`config.mk`:
```
export PLATFORM = sky130hd
export DESIGN_NAME = cam_trigger_gen
export DESIGN_NICKNAME = d
export VERILOG_FILES = /design/src/rtl/cam_trigger_gen.sv
export SDC_FILE = /design/constraint.sdc
export NUM_CORES = 1
export LEC_CHECK = 0
export BUFFER_PORTS_ARGS = -buffer_cell sky130_fd_sc_hd__buf_4
export CAP_MARGIN = 20
export CORE_MARGIN = 2
export CORE_UTILIZATION = 65
export DETAILED_ROUTE_END_ITERATION = 8
export HOLD_SLACK_MARGIN = 0.12
export PLACE_DENSITY = 0.87
export SLEW_MARGIN = 25
export SYNTH_ARGS = -nofsm -noshare
export SYNTH_HDL_FRONTEND = slang
export SYNTH_HIERARCHICAL = 1
export SYNTH_SLANG_ARGS = --single-unit
```
`constraint.sdc`:
```
create_clock -name c -period 9.15 [get_ports c]
set_input_delay 0.915 -clock c [delete_from_list [all_inputs] [get_ports c]]
set_output_delay 0.915 -clock c [all_outputs]
set_load 0.02 [all_outputs]
```
`src/rtl/cam_trigger_gen.sv`:
```
// Multi-camera trigger generator: a single frame-event source (free-run, IMU
// sync or software shot) fans out to NUM_CAMS independently delayed pulses.

module cam_trigger_chan #(
  parameter int PERIOD_W = 24,
  parameter int PULSE_W  = 16
) (
  input  logic                c,
  input  logic                rst_n,
  input  logic                enable,
  input  logic                start,
  input  logic [PERIOD_W-1:0] offset,
  input  logic [PULSE_W-1:0]  pulse_len,
  output logic                trigger,
  output logic                active
);
  typedef enum logic [1:0] {IDLE, DELAY, PULSE} state_t;

  state_t              state, state_nxt;
  logic [PERIOD_W-1:0] dly;
  logic [PULSE_W-1:0]  pls;

  always_ff @(posedge c or negedge rst_n) begin
    if (!rst_n) state <= IDLE;
    else        state <= state_nxt;
  end

  // Zero offset skips DELAY so the pulse starts the cycle after the event.
  always_comb begin
    state_nxt = state;
    if (!enable) state_nxt = IDLE;
    else begin
      case (state)
        IDLE:    if (start) state_nxt = (offset == '0) ? PULSE : DELAY;
        DELAY:   if (dly == PERIOD_W'(1)) state_nxt = PULSE;
        PULSE:   if (pls == PULSE_W'(1)) state_nxt = IDLE;
        default: state_nxt = IDLE;
      endcase
    end
  end

  always_ff @(posedge c or negedge rst_n) begin
    if (!rst_n) begin
      dly <= '0;
      pls <= '0;
    end else if (state == IDLE) begin
      if (start) begin
        dly <= offset;
        pls <= (pulse_len == '0) ? PULSE_W'(1) : pulse_len;
      end
    end else begin
      if (state == DELAY) dly <= dly - PERIOD_W'(1);
      if (state == PULSE) pls <= pls - PULSE_W'(1);
    end
  end

  always_comb begin
    trigger = (state == PULSE);
    active  = (state != IDLE);
  end
endmodule

module cam_trigger_gen #(
  parameter int NUM_CAMS = 2,
  parameter int PERIOD_W = 24,
  parameter int PULSE_W  = 16,
  parameter int DIV_W    = 8
) (
  input  logic                         c,
  input  logic                         rst_n,
  input  logic                         enable,
  input  logic [1:0]                   mode,
  input  logic [PERIOD_W-1:0]          period,
  input  logic [PULSE_W-1:0]           pulse_len,
  input  logic [NUM_CAMS*PERIOD_W-1:0] offset,
  input  logic                         sync_in,
  input  logic [DIV_W-1:0]             sync_div,
  input  logic                         sw_fire,
  output logic [NUM_CAMS-1:0]          trigger,
  output logic                         busy,
  output logic [31:0]                  frame_count,
  output logic                         overrun
);
  localparam logic [1:0] M_FREE = 2'd0;
  localparam logic [1:0] M_SYNC = 2'd1;
  localparam logic [1:0] M_SHOT = 2'd2;

  logic [PERIOD_W-1:0] per_cnt, per_lat, per_eff;
  logic [DIV_W-1:0]    div_cnt;
  logic                sync_s1, sync_s2, sync_d, sync_edge;
  logic                sw_d, sw_edge;
  logic                ev, accept;
  logic [NUM_CAMS-1:0] active;

  always_ff @(posedge c or negedge rst_n) begin
    if (!rst_n) begin
      sync_s1   <= 1'b0;
      sync_s2   <= 1'b0;
      sync_d    <= 1'b0;
      sync_edge <= 1'b0;
      sw_d      <= 1'b0;
      sw_edge   <= 1'b0;
    end else begin
      sync_s1   <= sync_in;
      sync_s2   <= sync_s1;
      sync_d    <= sync_s2;
      sync_edge <= sync_s2 & ~sync_d;
      sw_d      <= sw_fire;
      sw_edge   <= sw_fire & ~sw_d;
    end
  end

  // A new period is only picked up when the counter sits at 0 (the wrap point).
  always_comb per_eff = (per_cnt == '0) ? period : per_lat;

  always_ff @(posedge c or negedge rst_n) begin
    if (!rst_n) begin
      per_cnt <= '0;
      per_lat <= '0;
    end else if (!enable || mode != M_FREE || per_eff < PERIOD_W'(2)) begin
      per_cnt <= '0;
    end else begin
      per_lat <= per_eff;
      per_cnt <= (per_cnt >= per_eff - PERIOD_W'(1)) ? '0 : per_cnt + PERIOD_W'(1);
    end
  end

  always_ff @(posedge c or negedge rst_n) begin
    if (!rst_n)                         div_cnt <= '0;
    else if (!enable || mode != M_SYNC) div_cnt <= '0;
    else if (sync_edge)                 div_cnt <= (div_cnt == sync_div) ? '0 : div_cnt + DIV_W'(1);
  end

  always_comb begin
    ev = 1'b0;
    if (enable) begin
      case (mode)
        M_FREE:  ev = (per_cnt == '0) && (period >= PERIOD_W'(2));
        M_SYNC:  ev = sync_edge && (div_cnt == sync_div);
        M_SHOT:  ev = sw_edge;
        default: ev = 1'b0;
      endcase
    end
    accept = ev && !busy;
  end

  always_ff @(posedge c or negedge rst_n) begin
    if (!rst_n) begin
      frame_count <= '0;
      overrun     <= 1'b0;
    end else begin
      if (accept)         frame_count <= frame_count + 32'd1;
      if (!enable)        overrun <= 1'b0;
      else if (ev && busy) overrun <= 1'b1;
    end
  end

  for (genvar k = 0; k < NUM_CAMS; k++) begin : g_chan
    cam_trigger_chan #(.PERIOD_W(PERIOD_W), .PULSE_W(PULSE_W)) u_chan (
      .c         (c),
      .rst_n     (rst_n),
      .enable    (enable),
      .start     (accept),
      .offset    (offset[k*PERIOD_W +: PERIOD_W]),
      .pulse_len (pulse_len),
      .trigger   (trigger[k]),
      .active    (active[k])
    );
  end

  always_comb busy = |active;
endmodule
```
== Yosys cells after proc, flatten, opt, wreduce, memory -nomap -nowiden ==
Index checks and enable logic that the tools add are counted.
Word-level totals
  register bits: 179
  bits of input ports: 103
  output and inout port bits: 36
  word-level logic and storage cells: 118
Operators by class
  $add $sub $neg: 8
  order comparisons: 3
  equality and inequality tests: 21
  multiplexer cells: 34
  bitwise gates (word level): 4
  reductions and logical operators: 31
Operators by type and width (number)
  $mux W24: 9
  $mux W16: 6
  $logic_not A24 Y1: 3
  $sub A24 B1 Y24 const B: 3
  $eq A24 B1 Y1 const B: 2
  $add A32 B1 Y32 const B: 1
  $eq A16 B1 Y1 const B: 2
  $sub A16 B1 Y16 const B: 2
  $add A24 B1 Y24 const B: 1
  $ge A24 B2 Y1 const B: 1
  $ge A24 B24 Y1: 1
  $lt A24 B2 Y1 const B: 1
  $mux W8: 3
  $mux W2: 10
  $logic_not A16 Y1: 1
  $reduce_bool A2 Y1: 8
  $ne A3 B3 Y1 const B: 4
  $pmux W2 S3: 2
  $add A8 B1 Y8 const B: 1
  $eq A8 B8 Y1: 1
  $reduce_and A2 Y1: 4
  $eq A2 B1 Y1 const B: 3
  $eq A2 B2 Y1 const B: 3
  $logic_not A2 Y1: 3
  12 further kinds: 26

== Depth between registers and ports, before layout ==
  depth in word-level cells: 8
  depth in mapped cells: 21

== Modules after synthesis ==
Netlist, hierarchy kept.
Modules (own cells, without submodules)
  cam_trigger_gen: times used 1, cells an instance 675, area an instance 6200.9 um^2, sequential area each 2377.3 um^2
  cam_trigger_chan at g_chan[0].u_chan: times used 1, cells an instance 387, area an instance 3050.4 um^2, sequential area each 1051.0 um^2
  cam_trigger_chan at g_chan[1].u_chan: times used 1, cells an instance 381, area an instance 3015.4 um^2, sequential area each 1051.0 um^2

== Least setup slack after synthesis ==
No wires, ideal clock.
  kind: flip-flop to flip-flop
  start: register per_cnt[0]
  end: register per_cnt[10]
  setup time: 0.136 ns
  arrival: 4.968 ns
  slack: 4.046 ns
  stages on the path, launching flop included: 22
  period minus slack after synthesis: 5.104 ns
  cell sequence: dfrtp_1 -> inv_1 -> ha_1 -> nor4b_2 -> nand4_1 -> nor2_1 -> buf_2 -> buf_2 -> mux2i_1 -> ha_1 -> nand4_1 -> a22oi_1 -> nand3_1 -> xnor2_1 -> ha_1 -> and4_1 -> and2_1 -> nand3_1 -> or4_1 -> o32ai_2 -> clkbuf_1 -> nor3_1
Between the ends
  longest elaborated chain between the ends: 6
  elaborated cells between the ends (all ways): 9
  those cells by class: 2 x add/sub; 2 x order compare; 3 x mux; 2 x reduce/logical
RTL lines
  start: declaration: line 88  | logic [PERIOD_W-1:0] per_cnt, per_lat, per_eff;
  start signal: assignment: line 124  | per_cnt <= (per_cnt >= per_eff - PERIOD_W'(1)) ? '0 : per_cnt + PERIOD_W'(1);
  $logic_not A24 Y1: line 114  | always_comb per_eff = (per_cnt == '0) ? period : per_lat;
  $mux W24: line 114
  $sub A24 B1 Y24: line 124
  $ge A24 B24 Y1: line 124
  $mux W24: line 124
  $mux W24 (*): line 120  | end else if (!enable || mode != M_FREE || per_eff < PERIOD_W'(2)) begin
Every way passes the cells marked *; elsewhere a longest branch is shown, timed or not.
A chain may end at the register's enable or synchronous reset.

== Worst setup path in the final report ==
  start: register per_cnt[12]
  end: register per_cnt[9]
Same word-level chain as after synthesis.

==> metrics.txt <==
# TYPE chip_impl_metric gauge
chip_impl_metric{name="yosys.cell_types.count",unit=""} 83
chip_impl_metric{name="routedWlPerCell",unit="microns"} 19.0
chip_impl_metric{name="stdcell_count",unit=""} 1771
chip_impl_info{name="crit-reg2reg-launch",value="per_cnt[12]$_DFF_PN0_"} 1
chip_impl_metric{name="rr_worst_depth",unit=""} 17
chip_impl_metric{name="grt_start_max_net_pins",unit=""} 72
chip_impl_metric{name="min_path_cells",unit=""} 0
chip_impl_metric{name="mean_cell_area_of_the_mapped_netlist",unit="sq um"} 8.50
chip_impl_info{name="netlist_top_cells_area",value="dfrtp_1 (37%), nand2_1 (4.7%), a21oi_1 (3.9%)"} 1
chip_impl_metric{name="utilization",unit="%"} 74.9
chip_impl_metric{name="report.power.total",unit="mW"} 2.60
chip_impl_metric{name="timing.final.hold_violations",unit=""} 0
chip_impl_metric{name="clkTransAtPathRegs",unit="ns"} 0.06
chip_impl_metric{name="mappedNetlistArea",unit="sq mm"} 0.0123
chip_impl_metric{name="clock_sinks",unit=""} 179
chip_impl_metric{name="max_freq",unit="GHz"} 0.173
chip_impl_metric{name="clockBufferDepth",unit=""} 2
chip_impl_metric{name="holdBufCountCts",unit=""} 0
chip_impl_metric{name="final_max_slew_viol_count",unit=""} 0
chip_impl_metric{name="routed_wirelength",unit="microns"} 33700
chip_impl_metric{name="p_sw",unit="mW"} 0.932
chip_impl_metric{name="synth_top_area_share",unit="%"} 36.5
chip_impl_metric{name="global_route.usage.total",unit="%"} 33.5
chip_impl_metric{name="cts_made_buffers",unit=""} 17
chip_impl_metric{name="placeableCoreArea",unit="sq mm"} 0.0186
chip_impl_info{name="cp-end-kind",value="register"} 1
chip_impl_info{name="synth_top_area_cell",value="dfrtp_1"} 1
chip_impl_metric{name="crit_required",unit="ns"} 9.44
chip_impl_info{name="cp-start-kind",value="register"} 1
chip_impl_metric{name="setup_viol_count_final",unit=""} 0
chip_impl_metric{name="power_switching_share",unit="%"} 35.8
chip_impl_metric{name="cts_resized",unit=""} 0
chip_impl_metric{name="drc",unit=""} 0
chip_impl_metric{name="synth_instances",unit=""} 1443
chip_impl_metric{name="yosys_warnings",unit=""} 6
chip_impl_info{name="crit_type",value="register to register"} 1
chip_impl_info{name="hold_path_class",value="register to register"} 1
chip_impl_metric{name="floorplan.io_pins",unit=""} 139
chip_impl_metric{name="max-cap-violations",unit=""} 0
chip_impl_metric{name="grt_antenna_before_repair",unit=""} 0
chip_impl_metric{name="synthesis.nets",unit=""} 1583
chip_impl_metric{name="place.gp.congestion",unit=""} 0.942
chip_impl_metric{name="n_antenna_cell",unit=""} 0
chip_impl_info{name="r2r_end",value="per_cnt[9]$_DFF_PN0_"} 1
chip_impl_info{name="synthFlopType",value="dfrtp_1"} 1
chip_impl_metric{name="proportion_of_power_drawn_by_combinational_gates",unit="%"} 26.3
chip_impl_metric{name="power.static_leakage",unit="nW"} 5.94
chip_impl_metric{name="numPortBuffers",unit=""} 138
chip_impl_metric{name="dp.final_hpwl",unit="microns"} 22900
chip_impl_metric{name="vias_per_cell",unit=""} 6.81
chip_impl_info{name="min-delay-start",value="sync_s1$_DFF_PN0_"} 1
chip_impl_metric{name="cellPowerDensity",unit="mW/mm^2"} 187
chip_impl_metric{name="dieHeight",unit="microns"} 141
chip_impl_metric{name="grt_pass1_wl",unit="microns"} 55000
chip_impl_info{name="synth_commonest_cells",value="dfrtp_1 (179), nand2_1 (152), nor2_1 (125), a21oi_1 (96), nor3_1 (72)"} 1
chip_impl_metric{name="finish.net_count",unit=""} 1665
chip_impl_metric{name="cellInternalPower",unit="mW"} 1.67
chip_impl_metric{name="postRouteAntennaNets",unit=""} 0
chip_impl_metric{name="htree_num_levels",unit=""} 4
chip_impl_metric{name="globalRouteOverflowTotal",unit=""} 0
chip_impl_metric{name="clkPwrFrac",unit="%"} 28.0
chip_impl_metric{name="die_area",unit="sq mm"} 0.0200
chip_impl_metric{name="routed_vias",unit=""} 12100
chip_impl_metric{name="std_cell_rows",unit=""} 50
chip_impl_metric{name="clock_insertion_delay_worst_skew",unit="ns"} 0.44
chip_impl_metric{name="finalCriticalPeriod",unit="ns"} 5.77
chip_impl_metric{name="dpl.cell_count",unit=""} 1740
chip_impl_metric{name="synth_seq_cells",unit=""} 179
chip_impl_metric{name="chipWidth",unit="microns"} 141
chip_impl_metric{name="fin_skew",unit="ns"} 0.0124
chip_impl_metric{name="postCtsSetupRepairBufs",unit=""} 0
chip_impl_metric{name="final.setup.worst_slack",unit="ns"} 3.38
chip_impl_metric{name="final.setup.tns",unit="ns"} 0
chip_impl_metric{name="seq_power_share",unit="%"} 45.7
chip_impl_metric{name="setup.reg_to_reg.worst_slack",unit="ns"} 3.38
chip_impl_info{name="setup_repair_after_global_routing_missed_its_margin",value="no"} 1
chip_impl_metric{name="drt_pass1_iterations",unit=""} 6
chip_impl_metric{name="post-place-ws",unit="ns"} 3.51
chip_impl_metric{name="drive_above_1_share",unit="%"} 14.3
chip_impl_info{name="clock_tree_from_tritoncts",value="built"} 1
chip_impl_metric{name="worst_max_slew_pin_slew",unit="ns"} 1.06
chip_impl_info{name="status",value="finished, final reports clean"} 1
chip_impl_metric{name="maximum_fanout_count_along_the_critical_path",unit=""} 24
chip_impl_metric{name="max-slew-margin-rel",unit="%"} 29.6
chip_impl_metric{name="synth_edf_count",unit=""} 0
chip_impl_metric{name="asr_flop_ratio_synth",unit="%"} 100
chip_impl_metric{name="ys_seq_area_share",unit="%"} 36.5
chip_impl_metric{name="syn2layout_area_growth",unit="%"} 13.4
chip_impl_info{name="hold-path-endpoint",value="sync_s2$_DFF_PN0_"} 1
chip_impl_metric{name="fin_crit_share",unit="%"} 63.0
chip_impl_info{name="clockRootBuffer",value="clkbuf_16"} 1
chip_impl_info{name="synthMostInstantiatedCell",value="dfrtp_1"} 1
chip_impl_metric{name="cp.arrival",unit="ns"} 6.05
chip_impl_metric{name="first_iter_violations",unit=""} 1273
chip_impl_metric{name="power.ir.vdd_worst",unit="uV"} 149
chip_impl_metric{name="initial_util",unit="%"} 66.0
chip_impl_metric{name="first_global_vias",unit=""} 11100
[placed cells by master (no fill, tap or decap), drive strengths merged, types with 37 or more instances in the layout]
cell and n:
o21ai 56, nand2 153, a21oi 97, xnor2 54, mux2i 40, nor4 52, o22ai 47, dfrtp 179
nand3 45, nor3 73, buf 150, ha 37, nor2 125
[state kept, by name (all words and copies together), names as in the netlist, 4 cells and up]
signal	cells
g_chan.u_chan/dly	48
g_chan.u_chan/state	4
per_cnt	24
per_lat	24
div_cnt	8
frame_count	32
g_chan.u_chan/pls	32
[worst max-delay path, stage by stage (launching register included)]
cell and delay (ns):
dfrtp_1 0.43, nor4_1 0.42, nand4_1 0.41, nor2_2 0.66, mux2i_1 0.32, ha_1 0.24, nand4_1 0.26, a22oi_1 0.53
nand3_1 0.16, xnor2_1 0.16, ha_1 0.29, and4_1 0.22, and2_1 0.16, nand3_1 0.14, or4_1 0.57, o32ai_2 0.23
buf_4 0.31, nor3_1 0.09
[routing by layer]
| metal | global-route usage [%] | vias up | wire, microns |
|---|---|---|---|
| li1 | - | 5580 | - |
| met1 | 46.8 | 5800 | 14200 |
| met2 | 54.3 | 605 | 16300 |
| met3 | 4.35 | 78 | 2430 |
| met4 | 11.5 | 0 | 803 |
| met5 | 0 | - | 0 |
[cell families after synthesis]
logic type                 after synthesis  synth area share [%]
DFF                                    179                  36.5
muxes                                   42                  3.45
AOI/OAI and AO/OA                      362                  19.8
xor gates and xnor gates                90                  6.43
buffers and inverters                  120                  4.11
and+or+nand+nor                        613                  25.9
adders and majority gates               37                  3.77
[through the flow]
| stage | instance area, sq um | hold WS [ns] |
|---|---|---|
| floorplan | 12300 | 0.331 |
| global placement | 13300 | 0.334 |
| detailed placement | 13300 | 0.339 |
| CTS | 13900 | 0.358 |
| global route | 13900 | 0.370 |
| finish | 13900 | 0.356 |
[power groups by stage]
stage               clock (mW)  sequential (mW)  combinational (mW)
floorplan                    0             1.12               0.518
global placement             0             1.18               0.643
detailed placement           0             1.19               0.672
CTS                      0.731             1.18               0.679
global route             0.770             1.22               0.765
finish                   0.729             1.19               0.685
[worst max-delay path by stage]
| stage | start | endpoint | slack, ns |
|---|---|---|---|
| floorplan | per_cnt[0]$_DFF_PN0_ | per_cnt[10]$_DFF_PN0_ | 4.05 |
| global placement | per_cnt[0]$_DFF_PN0_ | per_cnt[7]$_DFF_PN0_ | 3.73 |
| detailed placement | per_cnt[0]$_DFF_PN0_ | per_cnt[14]$_DFF_PN0_ | 3.51 |
| CTS | per_cnt[0]$_DFF_PN0_ | per_cnt[5]$_DFF_PN0_ | 3.47 |
| global route | per_cnt[0]$_DFF_PN0_ | per_cnt[9]$_DFF_PN0_ | 2.83 |
| finish | per_cnt[12]$_DFF_PN0_ | per_cnt[9]$_DFF_PN0_ | 3.38 |
[cell type report]
class / instances / area (sq um)
flip-flops and latches: 179 / 4480
fillers: 1418 / 4670
clock buffers: 21 / 480
repair buffers: 150 / 1130
clock inverters: 10 / 98.8
well taps: 234 / 293
multi-input cells: 1144 / 7300
inverters: 33 / 124
(Power assumes the default switching activity.)
